[config.mk]
export PLATFORM = sky130hd
export DESIGN_NAME = vga_layered_timing_pipe_flat
export DESIGN_NICKNAME = d
export VERILOG_FILES = /design/src/rtl/vga_layered_timing_pipe_if.sv /design/src/rtl/vga_layered_timing_pipe.sv /design/src/flat_wrapper.sv
export SDC_FILE = /design/constraint.sdc
export NUM_CORES = 1
export LEC_CHECK = 0
export ABC_AREA = 1
export CAP_MARGIN = 40
export CORE_ASPECT_RATIO = 1.5
export CORE_MARGIN = 3
export CORE_UTILIZATION = 46
export DETAILED_ROUTE_END_ITERATION = 8
export PLACE_DENSITY = 0.82
export SLEW_MARGIN = 5
export SYNTH_ARGS = -nofsm -noshare
export SYNTH_HDL_FRONTEND = slang
export SYNTH_SLANG_ARGS = --single-unit
export TNS_END_PERCENT = 10
[constraint.sdc]
create_clock -name iVGA_CLK -period 4.9 [get_ports iVGA_CLK]
set_input_delay 0.98 -clock iVGA_CLK [delete_from_list [all_inputs] [get_ports iVGA_CLK]]
set_output_delay 0.98 -clock iVGA_CLK [all_outputs]
set_load 0.05 [all_outputs]
[src/rtl/vga_layered_timing_pipe_if.sv]
// Signal bundle between the VGA timing pipe, its framebuffer memory,
// the overlay sources and the DAC pins.
interface vga_layered_timing_pipe_if #(
    parameter int ADDR_W = 19,
    parameter int LAYERS = 2
);
    logic [ADDR_W-1:0]    ADDR;
    logic [9:0]           x_pos;
    logic [9:0]           y_pos;
    logic [23:0]          bg_bgr;
    logic [LAYERS-1:0]    layer_hit;
    logic [24*LAYERS-1:0] layer_bgr;
    logic                 frame_start;
    logic [15:0]          frame_count;
    logic                 oHS;
    logic                 oVS;
    logic                 oBLANK_n;
    logic [7:0]           b_data;
    logic [7:0]           g_data;
    logic [7:0]           r_data;

    modport master (
        output ADDR, x_pos, y_pos, frame_start, frame_count,
               oHS, oVS, oBLANK_n, b_data, g_data, r_data,
        input  bg_bgr, layer_hit, layer_bgr
    );

    modport slave (
        input  ADDR, x_pos, y_pos, frame_start, frame_count,
               oHS, oVS, oBLANK_n, b_data, g_data, r_data,
        output bg_bgr, layer_hit, layer_bgr
    );
endinterface

[src/rtl/vga_layered_timing_pipe.sv]
// Parametrised VGA timing generator with linear framebuffer addressing,
// priority overlay merge and a sync/blank delay line matched to the
// background memory latency.
module vga_layered_timing_pipe #(
    parameter int H_ACTIVE = 640,
    parameter int H_FP     = 16,
    parameter int H_SYNC   = 96,
    parameter int H_BP     = 48,
    parameter int V_ACTIVE = 480,
    parameter int V_FP     = 10,
    parameter int V_SYNC   = 2,
    parameter int V_BP     = 33,
    parameter bit HS_POL   = 1'b0,
    parameter bit VS_POL   = 1'b0,
    parameter int ADDR_W   = 19,
    parameter int LAYERS   = 2,
    parameter int PIPE     = 2
) (
    input logic iVGA_CLK,
    input logic reset,
    vga_layered_timing_pipe_if.master bus
);
    localparam int H_TOTAL = H_ACTIVE + H_FP + H_SYNC + H_BP;
    localparam int V_TOTAL = V_ACTIVE + V_FP + V_SYNC + V_BP;

    localparam logic [15:0] H_ACT_END  = 16'(H_ACTIVE);
    localparam logic [15:0] H_SYNC_BEG = 16'(H_ACTIVE + H_FP);
    localparam logic [15:0] H_SYNC_END = 16'(H_ACTIVE + H_FP + H_SYNC);
    localparam logic [15:0] H_LAST     = 16'(H_TOTAL - 1);
    localparam logic [15:0] V_ACT_END  = 16'(V_ACTIVE);
    localparam logic [15:0] V_SYNC_BEG = 16'(V_ACTIVE + V_FP);
    localparam logic [15:0] V_SYNC_END = 16'(V_ACTIVE + V_FP + V_SYNC);
    localparam logic [15:0] V_LAST     = 16'(V_TOTAL - 1);

    typedef struct packed {
        logic        hs;
        logic        vs;
        logic        blank_n;
        logic        ovl_valid;
        logic [23:0] ovl_bgr;
    } stage_t;

    // A flushed stage: sync deasserted, blanked, no overlay.
    localparam stage_t IDLE_STAGE = {~HS_POL, ~VS_POL, 1'b0, 1'b0, 24'd0};

    logic [15:0]       h_cnt;
    logic [15:0]       v_cnt;
    logic [ADDR_W-1:0] addr_cnt;
    logic [15:0]       frame_cnt;
    logic              h_last;
    logic              frame_last;
    logic              active;
    logic              hs_now;
    logic              vs_now;
    logic              sel_valid;
    logic [23:0]       sel_bgr;
    logic              ovl_hit;
    stage_t            stage_now;
    stage_t            delay_line [PIPE];
    stage_t            dl_out;
    logic              out_hs;
    logic              out_vs;
    logic              out_blank_n;
    logic [23:0]       out_bgr;

    // Decode region membership and sync levels from the raw counters.
    always_comb begin
        h_last     = (h_cnt == H_LAST);
        frame_last = h_last && (v_cnt == V_LAST);
        active     = (h_cnt < H_ACT_END) && (v_cnt < V_ACT_END);
        hs_now     = ((h_cnt >= H_SYNC_BEG) && (h_cnt < H_SYNC_END)) ? HS_POL : ~HS_POL;
        vs_now     = ((v_cnt >= V_SYNC_BEG) && (v_cnt < V_SYNC_END)) ? VS_POL : ~VS_POL;
    end

    // Horizontal counter wraps every line and advances the line counter.
    always_ff @(posedge iVGA_CLK or posedge reset) begin
        if (reset) begin
            h_cnt <= 16'd0;
            v_cnt <= 16'd0;
        end else if (h_last) begin
            h_cnt <= 16'd0;
            v_cnt <= (v_cnt == V_LAST) ? 16'd0 : v_cnt + 16'd1;
        end else begin
            h_cnt <= h_cnt + 16'd1;
        end
    end

    // Linear address advances only across visible pixels, so no multiply is needed.
    always_ff @(posedge iVGA_CLK or posedge reset) begin
        if (reset) begin
            addr_cnt <= '0;
        end else if (frame_last) begin
            addr_cnt <= '0;
        end else if (active) begin
            addr_cnt <= addr_cnt + 1'b1;
        end
    end

    // Completed-frame counter, bumped on the final clock of every frame.
    always_ff @(posedge iVGA_CLK or posedge reset) begin
        if (reset) begin
            frame_cnt <= 16'd0;
        end else if (frame_last) begin
            frame_cnt <= frame_cnt + 16'd1;
        end
    end

    // Pick the lowest-indexed layer that claims the current pixel.
    always_comb begin
        sel_valid = 1'b0;
        sel_bgr   = 24'd0;
        for (int k = LAYERS - 1; k >= 0; k--) begin
            if (bus.layer_hit[k]) begin
                sel_valid = 1'b1;
                sel_bgr   = bus.layer_bgr[24*k +: 24];
            end
        end
    end

    assign ovl_hit   = active && sel_valid;
    assign stage_now = {hs_now, vs_now, active, ovl_hit, ovl_hit ? sel_bgr : 24'd0};
    assign dl_out    = delay_line[PIPE-1];

    // Delay line that waits out the background memory latency.
    always_ff @(posedge iVGA_CLK or posedge reset) begin
        if (reset) begin
            for (int i = 0; i < PIPE; i++) begin
                delay_line[i] <= IDLE_STAGE;
            end
        end else begin
            delay_line[0] <= stage_now;
            for (int i = 1; i < PIPE; i++) begin
                delay_line[i] <= delay_line[i-1];
            end
        end
    end

    // Final pin register: blanking forces black, overlay beats background.
    always_ff @(posedge iVGA_CLK or posedge reset) begin
        if (reset) begin
            out_hs      <= ~HS_POL;
            out_vs      <= ~VS_POL;
            out_blank_n <= 1'b0;
            out_bgr     <= 24'd0;
        end else begin
            out_hs      <= dl_out.hs;
            out_vs      <= dl_out.vs;
            out_blank_n <= dl_out.blank_n;
            if (!dl_out.blank_n) begin
                out_bgr <= 24'd0;
            end else if (dl_out.ovl_valid) begin
                out_bgr <= dl_out.ovl_bgr;
            end else begin
                out_bgr <= bus.bg_bgr;
            end
        end
    end

    assign bus.ADDR        = addr_cnt;
    assign bus.x_pos       = h_cnt[9:0];
    assign bus.y_pos       = v_cnt[9:0];
    assign bus.frame_start = (h_cnt == 16'd0) && (v_cnt == 16'd0);
    assign bus.frame_count = frame_cnt;
    assign bus.oHS         = out_hs;
    assign bus.oVS         = out_vs;
    assign bus.oBLANK_n    = out_blank_n;
    assign bus.b_data      = out_bgr[23:16];
    assign bus.g_data      = out_bgr[15:8];
    assign bus.r_data      = out_bgr[7:0];
endmodule
[src/flat_wrapper.sv]
// flat-port wrapper written by rule: the top's interface ports become plain ports
module vga_layered_timing_pipe_flat 
#(
    parameter int H_ACTIVE = 640,
    parameter int H_FP     = 16,
    parameter int H_SYNC   = 96,
    parameter int H_BP     = 48,
    parameter int V_ACTIVE = 480,
    parameter int V_FP     = 10,
    parameter int V_SYNC   = 2,
    parameter int V_BP     = 33,
    parameter bit HS_POL   = 1'b0,
    parameter bit VS_POL   = 1'b0,
    parameter int ADDR_W   = 19,
    parameter int LAYERS   = 2,
    parameter int PIPE     = 2
)
  (iVGA_CLK, reset, bus_ADDR, bus_x_pos, bus_y_pos, bus_frame_start, bus_frame_count, bus_oHS, bus_oVS, bus_oBLANK_n, bus_b_data, bus_g_data, bus_r_data, bus_bg_bgr, bus_layer_hit, bus_layer_bgr);
  vga_layered_timing_pipe_if #(.ADDR_W(ADDR_W), .LAYERS(LAYERS)) bus_i ();
  input logic iVGA_CLK;
  input logic reset;
  output wire logic [$bits(bus_i.ADDR)-1:0] bus_ADDR;
  output wire logic [$bits(bus_i.x_pos)-1:0] bus_x_pos;
  output wire logic [$bits(bus_i.y_pos)-1:0] bus_y_pos;
  output wire logic [$bits(bus_i.frame_start)-1:0] bus_frame_start;
  output wire logic [$bits(bus_i.frame_count)-1:0] bus_frame_count;
  output wire logic [$bits(bus_i.oHS)-1:0] bus_oHS;
  output wire logic [$bits(bus_i.oVS)-1:0] bus_oVS;
  output wire logic [$bits(bus_i.oBLANK_n)-1:0] bus_oBLANK_n;
  output wire logic [$bits(bus_i.b_data)-1:0] bus_b_data;
  output wire logic [$bits(bus_i.g_data)-1:0] bus_g_data;
  output wire logic [$bits(bus_i.r_data)-1:0] bus_r_data;
  input wire logic [$bits(bus_i.bg_bgr)-1:0] bus_bg_bgr;
  input wire logic [$bits(bus_i.layer_hit)-1:0] bus_layer_hit;
  input wire logic [$bits(bus_i.layer_bgr)-1:0] bus_layer_bgr;
  assign bus_ADDR = bus_i.ADDR;
  assign bus_x_pos = bus_i.x_pos;
  assign bus_y_pos = bus_i.y_pos;
  assign bus_frame_start = bus_i.frame_start;
  assign bus_frame_count = bus_i.frame_count;
  assign bus_oHS = bus_i.oHS;
  assign bus_oVS = bus_i.oVS;
  assign bus_oBLANK_n = bus_i.oBLANK_n;
  assign bus_b_data = bus_i.b_data;
  assign bus_g_data = bus_i.g_data;
  assign bus_r_data = bus_i.r_data;
  assign bus_i.bg_bgr = bus_bg_bgr;
  assign bus_i.layer_hit = bus_layer_hit;
  assign bus_i.layer_bgr = bus_layer_bgr;
  vga_layered_timing_pipe #(.H_ACTIVE(H_ACTIVE), .H_FP(H_FP), .H_SYNC(H_SYNC), .H_BP(H_BP), .V_ACTIVE(V_ACTIVE), .V_FP(V_FP), .V_SYNC(V_SYNC), .V_BP(V_BP), .HS_POL(HS_POL), .VS_POL(VS_POL), .ADDR_W(ADDR_W), .LAYERS(LAYERS), .PIPE(PIPE)) u_core (.iVGA_CLK(iVGA_CLK), .reset(reset), .bus(bus_i));
endmodule
==> results of run 1 <==
## flip-flops by register name, summed over array words and instances (netlist names)
signal                  cells
u_core.bus.frame_count     16
u_core.out_bgr             24
u_core.h_cnt               16
u_core.bus.oBLANK_n         1
u_core.bus.oVS              1
u_core.v_cnt               16
u_core.bus.oHS              1
u_core.bus.ADDR            19
u_core.delay_line          56
## cells by family after synthesis
group                    Yosys count  share of synthesized area, %
AND/OR/NAND/NOR                  384                          24.8
flip-flops                       150                          53.9
buffers and inverters            106                          7.77
AO/OA/AOI/OAI                     83                          7.21
XOR/XNOR                          42                          5.27
adder cells (fa/ha/maj)            6                          1.08
## per-layer routing
layer	wire length [um]	vias up
li1	-	2762
met1	6710	2746
met2	9220	207
met3	1030	39
met4	470	0
met5	0	-
## cell type report
cell class              instances  area [um^2]  share of cell area, %
inverters                      61          235                   2.57
multi-input cells             515         2670                   29.2
clock buffers                  17          425                   4.65
flip-flops and latches        150         3760                   41.1
well taps                     196          245                   2.68
repair buffers                162         1630                   17.8
clock inverters                15          178                   1.94
## power breakdown
part | switching (mW) | internal, mW
logic | 0.146 | 0.109
clock network | 0.560 | 0.773
registers | 0.0159 | 1.29
total | 0.723 | 2.17
## worst register-to-register path, stage by stage (launching register included)
cell and delay [ns]:
dfrtp_1 0.40, ha_1 0.22, nand2_2 0.11, nor2_8 0.16, nand3_2 0.10, nor2_4 0.44
nand2_4 0.36, inv_2 0.26, nand2_1 0.07, o21ai_0 0.09
## synthesized netlist by cell type (3+ instances only)
cell,count
xor2_1,22
nor2_4,5
dfrtp_1,144
nor2_2,5
nand3_1,75
nor2_1,137
a22oi_1,24
nand2_1,120
inv_2,6
ha_1,6
nand4_1,14
nor3_1,12
xnor2_1,20
clkbuf_1,10
buf_2,5
nor4_1,3
a21oi_1,6
inv_1,54
o21ai_1,3
dfstp_2,6
o21ai_0,42
buf_6,7
o21ai_2,5
buf_4,22
## metrics by stage
step                utilization [%]  setup WS, ns  power [mW]
finish                         62.1          1.37        2.89
global route                   62.1          1.20        3.01
CTS                            62.1          1.33        2.92
detailed placement             58.0          1.78        1.58
global placement               57.9          1.82        1.57
floorplan                         -          1.53        1.46
## how the worst min path moves through the flow
stage | start | end | slack, ns
after floorplan | u_core.delay_line[28] | u_core.delay_line[0] | 0.33
after global placement | u_core.delay_line[50] | u_core.delay_line[22] | 0.33
after detailed placement | u_core.delay_line[39] | u_core.delay_line[11] | 0.33
after CTS | u_core.delay_line[31] | u_core.delay_line[3] | 0.34
after global routing | u_core.delay_line[38] | u_core.delay_line[10] | 0.34
final | u_core.delay_line[31] | u_core.delay_line[3] | 0.34
==> results by group, run 1 <==
Die
  • Core Box Area: 14700 um^2
  • Chip Height: 157 um
  • Initial Util: 47.4%
  • Io pins: 159
  • Die W: 107 um
  • Die area: 16700 um^2
  • Standard-cell rows: 54

Logic synthesis
  • Synthesis warning total: 0
  • Synth Net Count: 853
  • Synth Instances: 771
  • Netlist cell types: 38
  • Main synth FF type: dfrtp_1
  • Synth top area cells: dfrtp_1, nor2_1, nand2_1
  • Post-synthesis sequential area ratio: 53.9%
  • Post-synth EDFFs: 0
  • Post-Syn Area per Cell: 9.05 um^2
  • Yosys top cell area share: 51.7%
  • Async SR Flop Fraction: 100%
  • Synth Register Bits: 150
  • Yosys top cell by area: dfrtp_1
  • Mapped Area: 6980 um^2

Detailed routing
  • DR vias/cell: 5.16
  • TritonRoute pass-1 iters: 6
  • Post-route DRC: 0
  • Final wirelength: 17.4 mm
  • DR vias: 5754
  • Starting DRT DRC Count: 502
  • Routed len/inst: 15.6 um
  • Post-route ant nets: 0

Worst setup path
  • Reg2reg path depth: 9
  • Critical path arrival: 2.55 ns
  • CP Cell Sequence: nor2_1 > nand2_1 > inv_1 > nand3_1 > nor4_1 > clkdlybuf4s50_1
  • Critical path's slowest cell: clkdlybuf4s50_1
  • Critical path type: flop to output port
  • Worst endpoint required time: 3.92 ns
  • Reg-to-reg slack, setup: 2.59 ns
  • Critical path depth: 6
  • Critical path buffers and inverters: 2
  • FF-to-FF End: u_core.bus.frame_count[12]
  • CP Launch Type: flop
  • Max incr delay on CP: 0.87 ns
  • Critical path's top delay family: buffers and inverters
  • Crit path launch: u_core.h_cnt[12]
  • Setup crit end: bus_frame_start
  • Worst r2r src: u_core.h_cnt[1]
  • Critical path peak fanout: 4
  • CP endpoint kind: output port

Pwr
  • Peak supply drop: 0.211 mV
  • Power per standard cell area: 316 nW/um^2
  • Leakage power: 4.13 nW

Global route
  • Largest net degree at the start of global routing: 122
  • First-pass GRT wire length: 28.3 mm
  • GR Overflow Total: 0
  • GR Util met2: 38.2%
  • GR Util met1: 24.8%
  • M3 GR Usage: 5.04%
  • Vias in the first global route: 5708
  • Busiest grt layer: met2
  • Antenna violations before repair: 0
  • Total GRT Usage: 21.5%

Placement
  • Placer Congestion: 0.910
  • Number of port buffers: 158
  • Placed Cells: 1084
  • Dpl cell area: 8550 um^2
  • Post-DP HPWL: 12.5 mm

Timing
  • RSZ-0062 raised after global routing: no
  • Slew Viols, Final: 0
  • Clk_skew: 0.0128 ns
  • Min cycle time layout: 3.53 ns
  • Final setup violation count: 0
  • Hold slack: 0.339 ns
  • Final Cycle Share: 72.1%
  • Sum Neg Setup Slack: 0 ns
  • Rel. slew slack: 50.9%
  • FMAX: 283 MHz
  • Final hold viol count: 0
  • Worst slew pin tran: 0.736 ns

CTS
  • CTS max path bufs: 2
  • Root Buffer: clkbuf_16
  • CTS tree: done
  • Clock transition at the registers of the reported paths: 0.07 ns
  • Clk Latency, worst-skew pair: 0.42 ns
  • CTS Hold Bufs: 0
  • # clock sinks: 150
  • Setup bufs post-CTS: 0
  • H-tree depth: 4
  • CTS Buf Count: 17
  • CTS resizes: 0

Hold path
  • Hold/Removal Path Class: flop to flop
  • Worst hold path depth: 0

Finish
  • Layout cells sized above 1: 8.15%
  • Diode count: 0
  • Most frequent cells in the layout: clkdlybuf4s50_1, dfrtp_1, nor2_1, nand2_1, nand3_1
  • Commonest non-fill, non-tap cell in the layout: clkdlybuf4s50_1
  • # fillers: 1209
  • Non-filler cells, final: 1116
  • Design Area, Final: 9150 um^2
  • Layout area overhead: 31.2%
  • Nets@finish: 989

Status
  • Outcome: finished, final reports clean

Run
  • Max_cap viols: 0
Note: power is estimated with default switching activity, not from simulation.
==> inputs of run 2 (changes only) <==
- CORE_UTILIZATION: 46 -> 51
- PLACE_DENSITY: 0.82 -> 0.86
- clock period: 4.9 -> 3.7 ns (I/O delays scaled with it)
==> run 2 against run 1 <==
Clock-buffer cell count is 1 higher; wire length is 3.2% lower; register-to-register slack got worse by 1.2 ns; sequential share of layout area is 0.25 points higher; via count is 0.28% lower; critical path depth rose by 1; cell count decreased by 3.1%; core utilization grew 6.7 points; critical endpoint unchanged; largest power group is now registers; highest routed layer unchanged.
==> results by group, run 2 (same netlist as run 1, synthesis figures left out) <==
CTS
  • Root Buffer: clkbuf_16
  • CTS tree: done
  • # clock sinks: 150
  • CTS resizes: 0
  • CTS Buf Count: 17
  • Setup bufs post-CTS: 0
  • Clock transition at the registers of the reported paths: 0.07 ns
  • CTS Hold Bufs: 0
  • Clk Latency, worst-skew pair: 0.42 ns
  • CTS max path bufs: 2
  • H-tree depth: 4

Placement
  • Placer Congestion: 0.974
  • Post-DP HPWL: 12.3 mm
  • Number of port buffers: 158
  • Placed Cells: 1049

Die
  • Initial Util: 52.8%
  • Die area: 15100 um^2
  • Io pins: 159
  • Standard-cell rows: 51
  • Die W: 101 um
  • Chip Height: 149 um
  • Core Box Area: 13200 um^2

Timing
  • Slew Viols, Final: 0
  • Worst slew pin tran: 0.727 ns
  • Min cycle time layout: 3.31 ns
  • RSZ-0062 raised after global routing: no
  • Final Cycle Share: 89.4%
  • FMAX: 302 MHz
  • Clk_skew: 0.0135 ns
  • Rel. slew slack: 51.5%
  • Sum Neg Setup Slack: 0 ns
  • Final setup violation count: 0
  • Final hold viol count: 0

Finish
  • Nets@finish: 991
  • Diode count: 0
  • Non-filler cells, final: 1081
  • Layout area overhead: 30.3%
  • Layout cells sized above 1: 8.46%
  • Most flop-heavy register: u_core.delay_line
  • Number of flip-flops under the largest register name: 56
  • # fillers: 980
  • Most frequent cells in the layout: clkdlybuf4s50_1, dfrtp_1, nor2_1, nand2_1, nand3_1
  • Commonest non-fill, non-tap cell in the layout: clkdlybuf4s50_1

Global route
  • Vias in the first global route: 5700
  • Largest net degree at the start of global routing: 79
  • Total GRT Usage: 22.6%
  • First-pass GRT wire length: 26.8 mm
  • GR Overflow Total: 0
  • Antenna violations before repair: 0

Detailed routing
  • Post-route DRC: 0
  • DR vias/cell: 5.31
  • Routed len/inst: 15.6 um
  • TritonRoute pass-1 iters: 5
  • Starting DRT DRC Count: 279
  • Post-route ant nets: 0
  • DR vias: 5738
  • Final wirelength: 16.9 mm

Pwr
  • Combinational power share: 9.1%
  • Clock power frac: 44.8%
  • Internal power: 2.81 mW
  • Leakage power: 4.13 nW
  • Sw Ratio: 24.7%
  • Power per standard cell area: 411 nW/um^2
  • Peak supply drop: 0.305 mV
  • Switch Pwr: 0.923 mW
  • Flop pwr share: 46.2%

Hold path
  • Hold/Removal Path Class: flop to flop

Worst setup path
  • Critical path arrival: 2.57 ns
  • Critical path peak fanout: 5
  • Critical path type: flop to output port
  • CP endpoint kind: output port
  • CP Launch Type: flop
  • Most used cell, CP: inv_1
  • CP Cell Sequence: inv_1 > ha_1 > inv_1 > nor3_1 > nand2_1 > nor4_1 > clkdlybuf4s50_1
  • Critical path's slowest cell: clkdlybuf4s50_1
  • Reg-to-reg slack, setup: 1.39 ns
  • Max incr delay on CP: 0.88 ns
  • Worst endpoint required time: 2.96 ns

Status
  • Outcome: finished, final reports clean

Run
  • Max_cap viols: 0
-- run 2: final cells by class --
cell class	instances	area, um^2	area share, %
Multi-Input combinational cell	515	2680	29.4
Clock inverter	14	136	1.50
Timing Repair Buffer	164	1650	18.1
Tap cell	159	199	2.19
Inverter	61	235	2.59
Sequential cell	150	3760	41.4
Clock buffer	18	439	4.83
-- run 2: final timing paths --
check,to,startpoint,cells after the start
setup / recovery,bus_frame_start,u_core.v_cnt[1],7
hold / removal,u_core.delay_line[20],u_core.delay_line[48],0
setup reg to reg,u_core.bus.frame_count[7],u_core.h_cnt[0],9
hold reg to reg,u_core.delay_line[20],u_core.delay_line[48],0
max in group asynchronous,u_core.bus.ADDR[13],reset,3
min in group asynchronous,u_core.out_bgr[19],reset,2
-- run 2: routing by layer --
metal	track usage (%)	routed length, um	up-vias
met4	10.4	605	0
met3	5.90	1080	45
met2	39.2	8710	216
met1	25.5	6470	2702
met5	0	0	-
li1	-	-	2775
-- run 2: power groups by stage --
stage / sequential [mW] / clock [mW] / combinational (mW)
2_1_floorplan: 1.84 / 0 / 0.0871
3_3_place_gp: 1.75 / 0 / 0.334
3_5_place_dp: 1.75 / 0 / 0.341
4_1_cts: 1.72 / 1.70 / 0.343
5_1_grt: 1.73 / 1.78 / 0.364
6_report: 1.72 / 1.67 / 0.338
-- run 2: critical path: cells and delay by family (launching register included) --
kind,cells,cell delay (ns)
buffers and inverters,3,1.06
flip-flops,1,0.43
adder cells (fa/ha/maj),1,0.15
AND/OR/NAND/NOR,3,0.50
-- run 2: through the flow --
| step | hold WS [ns] | setup slack, ns | util (%) | instance area, um^2 | power, mW |
|---|---|---|---|---|---|
| floorplan | 0.331 | 0.572 | - | 6980 | 1.93 |
| global placement | 0.332 | 0.850 | 64.4 | 8500 | 2.09 |
| detailed placement | 0.335 | 0.879 | 64.5 | 8520 | 2.10 |
| CTS | 0.344 | 0.403 | 68.8 | 9090 | 3.77 |
| global route | 0.352 | 0.255 | 68.8 | 9090 | 3.87 |
| finish | 0.345 | 0.394 | 68.8 | 9090 | 3.73 |
==> inputs of run 3 (changes only) <==
- CORE_MARGIN: 3 -> default
==> run 3 against run 2 <==
Flip-flop and latch count stayed put; hold slack got worse by 0.0012 ns; cell count about the same; combinational power is essentially flat; maximum frequency fell by 3.2%; total power is 0.63% higher; non-clock buffer count fell by 2; critical endpoint unchanged; largest power group unchanged.
==> results by group, run 3 (same netlist as run 1, synthesis figures left out) <==
Global route
  • M3 GR Usage: 5.44%
  • First-pass GRT wire length: 27.8 mm
  • GR Overflow Total: 0
  • Antenna violations before repair: 0
  • Total GRT Usage: 24.9%
  • GR Util met1: 28.3%
  • GR Util met2: 44.8%
  • Largest net degree at the start of global routing: 151
  • Vias in the first global route: 5617
  • Busiest grt layer: met2

Worst setup path
  • CP Launch Type: flop
  • Max incr delay on CP: 0.89 ns
  • Worst endpoint required time: 2.96 ns
  • Critical path peak fanout: 4
  • Reg-to-reg slack, setup: 1.36 ns
  • CP endpoint kind: output port
  • CP Cell Sequence: nor2_1 > nand2_1 > inv_1 > nand3_1 > nor4_1 > clkdlybuf4s50_1
  • Critical path type: flop to output port
  • Critical path's slowest cell: clkdlybuf4s50_1
  • Critical path arrival: 2.68 ns

Detailed routing
  • DR vias: 5684
  • TritonRoute pass-1 iters: 5
  • Post-route DRC: 0
  • Starting DRT DRC Count: 317
  • Post-route ant nets: 0
  • Final wirelength: 17.2 mm
  • DR vias/cell: 5.25
  • Routed len/inst: 15.9 um

CTS
  • H-tree depth: 4
  • CTS Hold Bufs: 0
  • # clock sinks: 150
  • CTS tree: done
  • CTS resizes: 0
  • CTS Buf Count: 17
  • Root Buffer: clkbuf_16
  • CTS max path bufs: 2
  • Clk Latency, worst-skew pair: 0.42 ns
  • Clock transition at the registers of the reported paths: 0.07 ns
  • Setup bufs post-CTS: 0

Timing
  • Final setup violation count: 0
  • Final hold viol count: 0
  • Sum Neg Setup Slack: 0 ns
  • Slew Viols, Final: 0
  • Clk_skew: 0.0138 ns
  • Min cycle time layout: 3.42 ns
  • FMAX: 293 MHz
  • RSZ-0062 raised after global routing: no
  • Worst slew pin tran: 0.772 ns
  • Rel. slew slack: 48.5%
  • Final Cycle Share: 92.3%

Die
  • Standard-cell rows: 52
  • Initial Util: 52.0%
  • Die area: 14200 um^2
  • Core Box Area: 13400 um^2
  • Chip Height: 145 um
  • Die W: 97.5 um
  • Io pins: 159

Pwr
  • Peak supply drop: 0.295 mV
  • Design Power: 3.76 mW
  • Power per standard cell area: 413 nW/um^2
  • Leakage power: 4.11 nW

Finish
  • Layout cells sized above 1: 8.15%
  • # fillers: 1001
  • Commonest non-fill, non-tap cell in the layout: clkdlybuf4s50_1
  • Most flop-heavy register: u_core.delay_line
  • Nets@finish: 989
  • Storage element area: 3760 um^2
  • Most frequent cells in the layout: clkdlybuf4s50_1, dfrtp_1, nor2_1, nand2_1, nand3_1
  • Layout area overhead: 30.3%
  • Diode count: 0
  • Multi-input gate area: 2670 um^2
  • Number of flip-flops under the largest register name: 56

Placement
  • Number of port buffers: 158
  • Post-DP HPWL: 11.9 mm
  • Placer Congestion: 0.983

Status
  • Outcome: finished, final reports clean

Run
  • Max_cap viols: 0

Hold path
  • Hold/Removal Path Class: flop to flop
[run 3: cell type report]
class	instances	share of cell area, %
flip-flops and latches	150	41.4
clock inverters	15	1.76
well taps	162	2.23
multi-input cells	515	29.4
clock buffers	17	4.68
inverters	61	2.59
repair buffers	162	18.0
[run 3: through the flow]
stage,instances,cell area (um^2),worst slack [ns],util (%),hold slack [ns]
detailed placement,1050,8500,0.817,63.4,0.335
CTS,1082,9090,0.277,67.8,0.347
global route,1082,9090,0.152,67.8,0.347
global placement,1049,8490,0.856,63.3,0.331
floorplan,771,6980,0.572,-,0.331
finish,1082,9090,0.285,67.8,0.344
[run 3: where the power goes]
| part | switching [mW] | leakage, nW | internal (mW) | total, mW |
|---|---|---|---|---|
| Clock | 0.743 | 0.274 | 0.952 | 1.70 |
| Combinational | 0.194 | 1.91 | 0.144 | 0.338 |
| Sequential | 0.0210 | 1.93 | 1.70 | 1.72 |
[run 3: critical path, delay by kind of cell, from the launching register on]
family,cells,cell delay [ns]
buf+inv,2,0.99
simple gates,4,0.85
flops,1,0.42
[run 3: path summary, 6_finish.rpt]
| kind | from | to | cells past startpoint |
|---|---|---|---|
| worst max-delay path | u_core.h_cnt[12] | bus_frame_start | 6 |
| worst min-delay path | u_core.delay_line[36] | u_core.delay_line[8] | 0 |
| worst max register to register | u_core.h_cnt[0] | u_core.bus.frame_count[12] | 9 |
| worst min register to register | u_core.delay_line[36] | u_core.delay_line[8] | 0 |
| max in group asynchronous | reset | u_core.bus.ADDR[5] | 3 |
| min in group asynchronous | reset | u_core.out_bgr[17] | 3 |
[run 3: per-layer routing]
| layer | vias up | share of wire [%] |
|---|---|---|
| met4 | 0 | 2.8 |
| li1 | 2754 | - |
| met3 | 29 | 4.9 |
| met1 | 2728 | 39 |
| met2 | 173 | 54 |
| met5 | - | 0 |
